### config.mk
export PLATFORM = sky130hd
export DESIGN_NAME = ndp_depth_tracker
export DESIGN_NICKNAME = d
export VERILOG_FILES = /design/src/rtl/ndp_depth_tracker.sv
export SDC_FILE = /design/constraint.sdc
export NUM_CORES = 1
export LEC_CHECK = 0
export BUFFER_PORTS_ARGS = -buffer_cell sky130_fd_sc_hd__buf_2
export CAP_MARGIN = 20
export CORE_MARGIN = 10
export CORE_UTILIZATION = 53
export CTS_CLUSTER_DIAMETER = 40
export DETAILED_ROUTE_END_ITERATION = 7
export PLACE_DENSITY = 0.78
export SYNTH_ARGS = -nofsm -noshare
export SYNTH_HDL_FRONTEND = slang
export SYNTH_SLANG_ARGS = --single-unit
export TNS_END_PERCENT = 1
### constraint.sdc
create_clock -name clk -period 6.13 [get_ports clk]
set_clock_uncertainty 0.15 [all_clocks]
set_input_delay 0.3065 -clock clk [delete_from_list [all_inputs] [get_ports clk]]
set_output_delay 0.3065 -clock clk [all_outputs]
set_load 0.1 [all_outputs]
### src/rtl/ndp_depth_tracker.sv
// Per-port egress queue depth estimator for NDP-style trimming.
// Tracks the estimated depth, trims oversize arrivals, and ECN-marks under congestion with hysteresis.
module ndp_depth_tracker #(
  parameter int NUM_PORTS   = 8,
  parameter int DEPTH_WIDTH = 16,
  parameter int LEN_WIDTH   = 12,
  parameter int DRAIN_RATE  = 64,
  parameter int MAX_DEPTH   = 4096,
  parameter int TRIM_LEN    = 64,
  parameter int HI_THRESH   = 2048,
  parameter int LO_THRESH   = 1024
) (
  input  logic                             clk,
  input  logic                             rst,
  input  logic [NUM_PORTS-1:0]             in_valid,
  input  logic [NUM_PORTS*LEN_WIDTH-1:0]   in_len,
  input  logic [NUM_PORTS-1:0]             drain_en,
  input  logic                             clr_cnt,
  output logic [NUM_PORTS-1:0]             out_valid,
  output logic [NUM_PORTS-1:0]             out_trim,
  output logic [NUM_PORTS-1:0]             out_mark,
  output logic [NUM_PORTS*DEPTH_WIDTH-1:0] depth_out,
  output logic [NUM_PORTS*32-1:0]          trim_cnt
);

  localparam int EW = DEPTH_WIDTH + 1;

  // One spare bit so depth + length can be compared and summed without wrapping.
  localparam logic [EW-1:0] MAX_D     = EW'(MAX_DEPTH);
  localparam logic [EW-1:0] TRIM_L    = EW'(TRIM_LEN);
  localparam logic [EW-1:0] DRAIN_R   = EW'(DRAIN_RATE);
  localparam logic [EW-1:0] HI_T      = EW'(HI_THRESH);
  localparam logic [EW-1:0] LO_T      = EW'(LO_THRESH);
  localparam logic [EW-1:0] DEPTH_SAT = {1'b0, {DEPTH_WIDTH{1'b1}}};

  for (genvar i = 0; i < NUM_PORTS; i++) begin : g_port
    logic [DEPTH_WIDTH-1:0] depth_q;
    logic                   cong_q;
    logic                   valid_q;
    logic                   trim_q;
    logic                   mark_q;
    logic [31:0]            cnt_q;

    logic [EW-1:0]          len_ext;
    logic [EW-1:0]          added;
    logic [EW-1:0]          sum;
    logic [EW-1:0]          drained;
    logic [DEPTH_WIDTH-1:0] next_depth;
    logic                   trim;
    logic                   mark;
    logic                   next_cong;

    always_comb begin
      len_ext = EW'(in_len[i*LEN_WIDTH +: LEN_WIDTH]);
      trim    = in_valid[i] && (({1'b0, depth_q} + len_ext) > MAX_D);
      mark    = in_valid[i] && cong_q && !trim;

      added = '0;
      if (in_valid[i]) begin
        added = trim ? TRIM_L : len_ext;
      end
      sum = {1'b0, depth_q} + added;

      drained = sum;
      if (drain_en[i]) begin
        drained = (sum > DRAIN_R) ? (sum - DRAIN_R) : '0;
      end
      next_depth = (drained > DEPTH_SAT) ? '1 : drained[DEPTH_WIDTH-1:0];

      // Hysteresis: between the two levels the previous state is kept.
      next_cong = cong_q;
      if ({1'b0, next_depth} >= HI_T) begin
        next_cong = 1'b1;
      end else if ({1'b0, next_depth} < LO_T) begin
        next_cong = 1'b0;
      end
    end

    always_ff @(posedge clk or negedge rst) begin
      if (!rst) begin
        depth_q <= '0;
        cong_q  <= 1'b0;
        valid_q <= 1'b0;
        trim_q  <= 1'b0;
        mark_q  <= 1'b0;
        cnt_q   <= '0;
      end else begin
        depth_q <= next_depth;
        cong_q  <= next_cong;
        valid_q <= in_valid[i];
        trim_q  <= trim;
        mark_q  <= mark;
        // A clear coinciding with a trim still counts that trim.
        if (clr_cnt) begin
          cnt_q <= trim ? 32'd1 : 32'd0;
        end else if (trim && (cnt_q != 32'hFFFF_FFFF)) begin
          cnt_q <= cnt_q + 32'd1;
        end
      end
    end

    assign out_valid[i]                            = valid_q;
    assign out_trim[i]                             = trim_q;
    assign out_mark[i]                             = mark_q;
    assign depth_out[i*DEPTH_WIDTH +: DEPTH_WIDTH] = depth_q;
    assign trim_cnt[i*32 +: 32]                    = cnt_q;
  end

endmodule

==> metrics.txt, run 1 <==
Buf/Inv on CP=2; Critical Path, Cell by Cell=ha_4, fa_2, a21o_1, a211oi_2, nor3b_2, or4_1, nor4_2, a311oi_2, buf_4, o41a_1, ha_4, or3b_2, o21ai_1, a211o_1, ha_2, nand3_1, or4_4, a211oi_2, nor4bb_4, and2_4, buf_6, a31o_2, a21oi_1, nand2b_1; Clock Tree Buf Depth=3; area leader, netlist=dfrtp_1; Die Y-Extent=270.5 um; crit path to=g_port[3].cong_q; final wirelength=115.0 mm; Max-Cap Viols=0; CP delay by family, top=simple AND/OR/NAND/NOR gates; # rows=91; dpl cell area=39480 um2; CP Capture Type=flip-flop; design area=43830 um2; starting density of the core=53.69%; Setup crit start kind=flip-flop; WL per Instance=19.93 um; synthesized cell area=33260 um2; Final Hold Viols=0; final-report setup violation count=9; cts bufs inserted=84; Clk Latency, worst-skew pair=630 ps; Clk Tree Root Cell=clkbuf_16; post-synth top area share=31.30%; Port Buffers=522; largest net degree at the start of global routing=166; CTS H-Tree Depth=3; NetSw=10.55 mW; Max Fclk=161.1 MHz; hold_ws=70.00 ps; combinational cell fraction of total power=59.9%; Synth Area per Inst=8.327 um2; Distinct cells, synth=99; DRC viols=0; CP max stage cell=or4_1; vias in the first global route=33727; ANT nets after route=0; Synth warnings=0; clock-pin slew on the worst setup and hold paths=50 ps; worst setup margin=-76.55 ps; Routability Congestion=0.9496; Setup Crit Path Kind=reg2reg; HPWL Detailed=85.33 mm; Critical Path Start=g_port[3].depth_q[0]; CTS tree=built; GRT overflow=0; flip-flop and latch count after synthesis=416; switching fraction of total power=50.02%; initial DRC count=3038; P per Cell Area=481.3 nW/um2; status=complete, but fails checks; Worst Max-Slew Pin Slew=1062 ps; Layout Nets=5204; number of flops mapped to enable cells by yosys=0; top post-synthesis cells by area=dfrtp_1 (31%), ha_1 (8.1%), xnor2_1 (5.5%); layout cells sized above 1=29.48%; reg2reg end=g_port[3].cong_q; initial antenna violation count=7; area grow syn2layout=31.78%; Int Power=10.54 mW; Pleak=20.56 nW; Crit Path Max Fanout=11; instance count on the critical path=24; Tcrit/Tclk final=101.2%; asr flop ratio synth=100.0%; post-synthesis net count=4341; cells after synthesis=3994; r2r startpoint=g_port[3].depth_q[0]; Reg2Reg Setup Slack=-80 ps; main flop type after synthesis=dfrtp_1; worst reg2reg path depth=24; unrepaired setup endpoints after global routing=true; CP required=6480 ps; Rel. slew slack=29.18%; Total GRT Usage=29.36%; sequential share of power=18.1%; violated checks=negative setup slack; num ports=523; DRT Pass-1 Iters=6; Seq/Total Area, Yosys=31.30%; Clock power frac=22.0%; die width=270.5 um; Tmin final=6207 ps; vias per cell=6.062; Core ar.=61940 um2; Worst path max stage delay=490 ps; Filler Cells Inserted=4812; routed vias=34967; HP Class=in2reg; Max Slew Vio Count=0; Power Total=21.09 mW; VDD IR max=0.4163 mV; first-pass GRT wire length=179.0 mm; die area=73170 um2; # clock sinks=416; Worst EP arrival=6560 ps
[power by group through the flow]
stage          clock network [mW]  logic, mW  registers (mW)
3_3_place_gp                    0       11.6            3.82
3_5_place_dp                    0       11.8            3.82
2_1_floorplan                   0       5.95            6.30
5_1_grt                      4.83       13.6            3.86
4_1_cts                      4.69       12.1            3.79
6_report                     4.64       12.6            3.82
[area by class of cell]
type / count / area [um2] / share of cell area, %
antenna: 3 / 7.507 / 0.01713
timing repair buffer: 963 / 6086 / 13.89
multi-input combinational: 3273 / 22860 / 52.17
inverter: 119 / 446.7 / 1.019
sequential: 416 / 10480 / 23.91
clock buffer: 98 / 2266 / 5.170
clock inverter: 59 / 630.6 / 1.439
tap: 837 / 1047 / 2.390
[flip-flops by register name, indices dropped and copies added (netlist names)]
| name | cells |
|---|---|
| g_port.mark_q | 8 |
| g_port.cnt_q | 256 |
| g_port.cong_q | 8 |
| g_port.valid_q | 8 |
| g_port.depth_q | 128 |
| g_port.trim_q | 8 |
[tightest hold or removal path, stage by stage]
cell and delay [ps]:
buf_2 90, and2_1 120, ha_2 180, nand2_1 60
nand2_1 60
[logic make-up (layout without fill, tap and decap cells)]
kind of cell / Yosys count / after routing / share of synthesized area, %
compound gates: 987 / 987 / 19.73
xor+xnor: 272 / 272 / 7.186
fa+ha+maj: 232 / 232 / 9.090
buf+inv: 306 / 1239 / 3.777
flops: 416 / 416 / 31.30
mux: 71 / 71 / 2.302
other cells: 0 / 3 / 0
simple gates: 1710 / 1711 / 26.62
[synthesized netlist by cell type, drive strengths merged (44+ instances only)]
cell and instances:
nor2 457, dfrtp 416, a21oi 286, nand2 262, ha 216, xnor2 208, o21ai 192, nand3 167
and3 158, clkbuf 145, nor3 136, inv 119, or3 85, nand4 76, a21o 73, nor4 65
xor2 64, nor2b 60, o211ai 50, o21a 48, and2 45, mux2 44
[worst min path at each step]
| stage | from | to | slack, ps | cells after the start |
|---|---|---|---|---|
| 2_1_floorplan | rst | g_port[0].cnt_q[0] | -140 | 0 |
| 4_1_cts | in_len[84] | g_port[7].depth_q[0] | 6 | 5 |
| 5_1_grt | in_len[84] | g_port[7].depth_q[0] | 90 | 5 |
| 3_5_place_dp | rst | g_port[0].depth_q[11] | 140 | 1 |
| 6_report | in_len[84] | g_port[7].depth_q[0] | 70 | 5 |
| 3_3_place_gp | rst | g_port[0].depth_q[11] | 130 | 1 |
[through the flow]
stage	instances	setup WS [ps]	util (%)	TNS (ps)
after global placement	5556	-188.3	63.74	-1791
after detailed placement	5556	-368.6	63.74	-10720
after floorplan	3994	-262.9	-	-16350
after CTS	5741	-71.44	69.26	-454.9
after global routing	5766	-334.4	70.75	-11450
final	5768	-76.55	70.76	-285.1
[placed cells by master, fill, tap and decap left out, types with 50 or more instances in the layout]
cell type / n
inv_1: 118
o211ai_1: 50
o21ai_0: 166
xor2_1: 62
nand4_1: 76
nor4_1: 57
xnor2_1: 202
a21oi_1: 260
nor2_1: 448
nand2_1: 260
a21o_1: 71
or3_1: 80
nand3_1: 165
and3_1: 147
ha_1: 186
buf_2: 521
buf_4: 408
dfrtp_1: 380
nor2b_1: 59
nor3_1: 125
clkbuf_16: 85
[repair_timing]
action / CTS / global route
endpoints found under the setup margin: 98 / 135
pin swaps: 47 / 113
gates cloned: 1 / 1
buffers inserted: 11 / 22
resized for setup: 56 / 166
endpoints found under the hold margin: 117 / 0
hold buffers: 17 / 0
[layer usage]
layer	GRT usage, %	vias to the layer above	routed length, um
li1	-	16525	-
met2	49.57	1307	55150
met1	36.11	16851	46710
met4	10.32	8	3940
met5	0	-	57
met3	6.978	276	9110
Note: power is estimated with default switching activity, not from simulation.
==> run 2, diff against run 1 <==
- SETUP_SLACK_MARGIN: unset -> 0.4
==> run 2 against run 1 <==
  * The run ends with design-rule violations, negative setup slack left
  * Sequential power about the same
  * Clock-buffer cell count unchanged
  * Sequential share of layout area down 0.44 points
  * Final cell count about the same
  * Wire length up 3.0%
  * First-iteration DRC count up 7.3%
  * Via count up 1.1%
  * Total power up 2.3%
  * Core utilization up 1.3 points
  * Die area unchanged
  * Critical path type unchanged
  * Highest routed layer unchanged
==> metrics.txt, run 2 (synthesis gave the netlist of run 1 again) <==
status=complete, but fails checks; violated checks=design-rule violations, negative setup slack; Worst path max stage delay=480 ps (about the same); Max-Cap Viols=0 (unchanged); Routability Congestion=0.9496 (unchanged); # clock sinks=416 (unchanged); CTS H-Tree Depth=3 (unchanged); CP Capture Type=flip-flop; Max Slew Vio Count=0 (unchanged); P per Cell Area=483.1 nW/um2 (+0.37%); NetSw=10.85 mW (+2.8%); routed vias=35366 (+1.1%); commonest non-fill, non-tap cells in the layout=buf_2 (521), nor2_1 (438), buf_4 (383); die area=73170 um2 (unchanged); crit path to=g_port[3].cong_q; vias per cell=6.135 (+1.2%); Tcrit/Tclk final=102.3% (+1.0 points); clock-pin slew on the worst setup and hold paths=50 ps (about the same); Worst EP arrival=6620 ps (+60 ps); combinational cell fraction of total power=60.7% (+0.8 points); reg2reg end=g_port[3].cong_q; Clock power frac=21.5% (-0.5 points); M2 GR Usage=49.85% (+0.28 points); CP max stage cell=dfrtp_4; met1 GRT Util=36.29% (+0.18 points); hold wc startpoint=in_len[84]; vias in the first global route=34036 (+0.92%); die width=270.5 um (unchanged); initial DRC count=3259 (+7.3%); starting density of the core=53.69% (unchanged); placed cell count=5556 (unchanged); Final Instance Count excl. Fillers=5765 (-0.052%); # rows=91 (unchanged); HP Class=in2reg; first-pass GRT wire length=180.9 mm (+1.1%); Total GRT Usage=29.67% (+0.32 points); Clk Latency, worst-skew pair=640 ps (about the same); design area=44650 um2 (+1.9%); Clock Tree Buf Depth=3 (unchanged); Largest regs=g_port.cnt_q (256), g_port.depth_q (128); Layout Nets=5201 (-0.058%); Setup Crit Path Kind=reg2reg; ANT nets after route=0 (unchanged); Critical Path Start=g_port[3].depth_q[0]; initial antenna violation count=4 (-3); switching fraction of total power=50.29% (+0.27 points); layout cells sized above 1=31.86% (+2.4 points); Critical Path, Cell by Cell=ha_4, fa_2, a21o_1, a211oi_2, nor3b_2, or4_1, nor4_2, a311oi_2, buf_4, o41a_1, ha_4, or3b_2, o21ai_0, a211o_1, ha_1, nand3_1, or4_4, a211oi_2, nor4bb_4, buf_4, a21oi_1, a2111oi_2, nand2b_1; WL per Instance=20.55 um (+3.1%); GRT overflow=0 (unchanged); Rel. slew slack=27.80% (-1.4 points); Port Buffers=522 (unchanged); area grow syn2layout=34.26%; hold_ws=85.52 ps (+15.51 ps); FF/Latch Area=10480 um2 (unchanged); CTS tree=built; DRC viols=1 (+1); worst reg2reg path depth=23 (-4.2%); sequential share of power=17.8% (-0.3 points); largest net degree at the start of global routing=166 (unchanged); Crit Path Max Fanout=4 (-7); VDD IR max=0.4569 mV (+9.7%); Die Y-Extent=270.5 um (unchanged); Final Hold Viols=0 (unchanged); worst setup margin=-138.7 ps (-62.13 ps); final wirelength=118.4 mm (+3.0%); cts bufs inserted=84 (unchanged); Setup crit start kind=flip-flop; met3 Use GR=7.251% (+0.27 points); Top reg by flops=g_port.cnt_q; Filler Cells Inserted=4635 (-3.7%); r2r startpoint=g_port[3].depth_q[0]; HPWL Detailed=85.33 mm (unchanged); final-report setup violation count=15 (+6); Worst Max-Slew Pin Slew=1083 ps (+20.67 ps); Clk Tree Root Cell=clkbuf_16; grt peak-use layer=met2; num ports=523 (unchanged); DRT Pass-1 Iters=8 (+2); Pleak=20.70 nW (+0.69%); Tmin final=6269 ps (+62.13 ps); CP required=6480 ps (about the same); Max Fclk=159.5 MHz (-0.99%); unrepaired setup endpoints after global routing=true; commonest non-fill, non-tap cell in the layout=buf_2; Core ar.=61940 um2 (unchanged); max reg flops=256 (unchanged); dpl cell area=39480 um2 (unchanged); area of the multi-input gates=23620 um2 (+3.3%); Reg2Reg Setup Slack=-140 ps (-60 ps); Int Power=10.72 mW (+1.7%)
## run 2: worst min-delay path by stage
| stage | endpoint | slack (ps) | cells after the start |
|---|---|---|---|
| finish | g_port[7].depth_q[0] | 90 | 5 |
| global route | g_port[7].depth_q[0] | 80 | 5 |
| detailed placement | g_port[0].depth_q[11] | 140 | 1 |
| global placement | g_port[0].depth_q[11] | 130 | 1 |
| floorplan | g_port[0].cnt_q[0] | -140 | 0 |
| CTS | g_port[6].cnt_q[11] | 50 | 2 |
## run 2: stage by stage
stage                     power (mW)  setup WS, ps  utilization [%]  TNS, ps
after detailed placement       15.59        -368.6            63.74   -10720
final                          21.57        -138.7            72.09   -569.7
after floorplan                12.25        -262.9                -   -16350
after global placement         15.45        -188.3            63.74    -1791
after global routing           22.69        -330.3            72.08    -7296
after CTS                      20.79        -104.6            70.19   -378.0
## run 2: critical path: cells and delay by family (launching register included)
kind | cells | cell delay [ps]
AND/OR/NAND/NOR | 8 | 2150
AO/OA/AOI/OAI | 9 | 2000
adder cells (fa/ha/maj) | 4 | 1030
flip-flops | 1 | 480
buffers and inverters | 2 | 370
## run 2: what timing repair did
action / CTS / global route
hold buffers: 17 / 0
gates resized for setup: 185 / 214
setup buffers: 9 / 19
endpoints found under the hold margin: 115 / 0
pin swaps: 158 / 179
gates cloned: 1 / 2
endpoints found under the setup margin: 136 / 136
## run 2: area by class of cell
| type | count | share of cell area (%) |
|---|---|---|
| Sequential cell | 416 | 23.47 |
| Multi-Input combinational cell | 3273 | 52.89 |
| Inverter | 119 | 1.006 |
| Antenna cell | 3 | 0.01681 |
| Timing Repair Buffer | 960 | 13.78 |
| Tap cell | 837 | 2.345 |
| Clock buffer | 98 | 5.075 |
| Clock inverter | 59 | 1.412 |
## run 2: layer usage
metal  wire length [um]  vias to the layer above
li1                   -                    16486
met1              47250                    17098
met2              56820                     1464
met3               9774                      312
met4               4574                        6
met5                 27                        -
## run 2: power groups by stage
stage          Combinational (mW)  Sequential [mW]  Clock [mW]
6_report                     13.1             3.83        4.64
3_3_place_gp                 11.6             3.82           0
5_1_grt                      14.0             3.87        4.83
4_1_cts                      12.3             3.79        4.69
3_5_place_dp                 11.8             3.82           0
2_1_floorplan                5.95             6.30           0
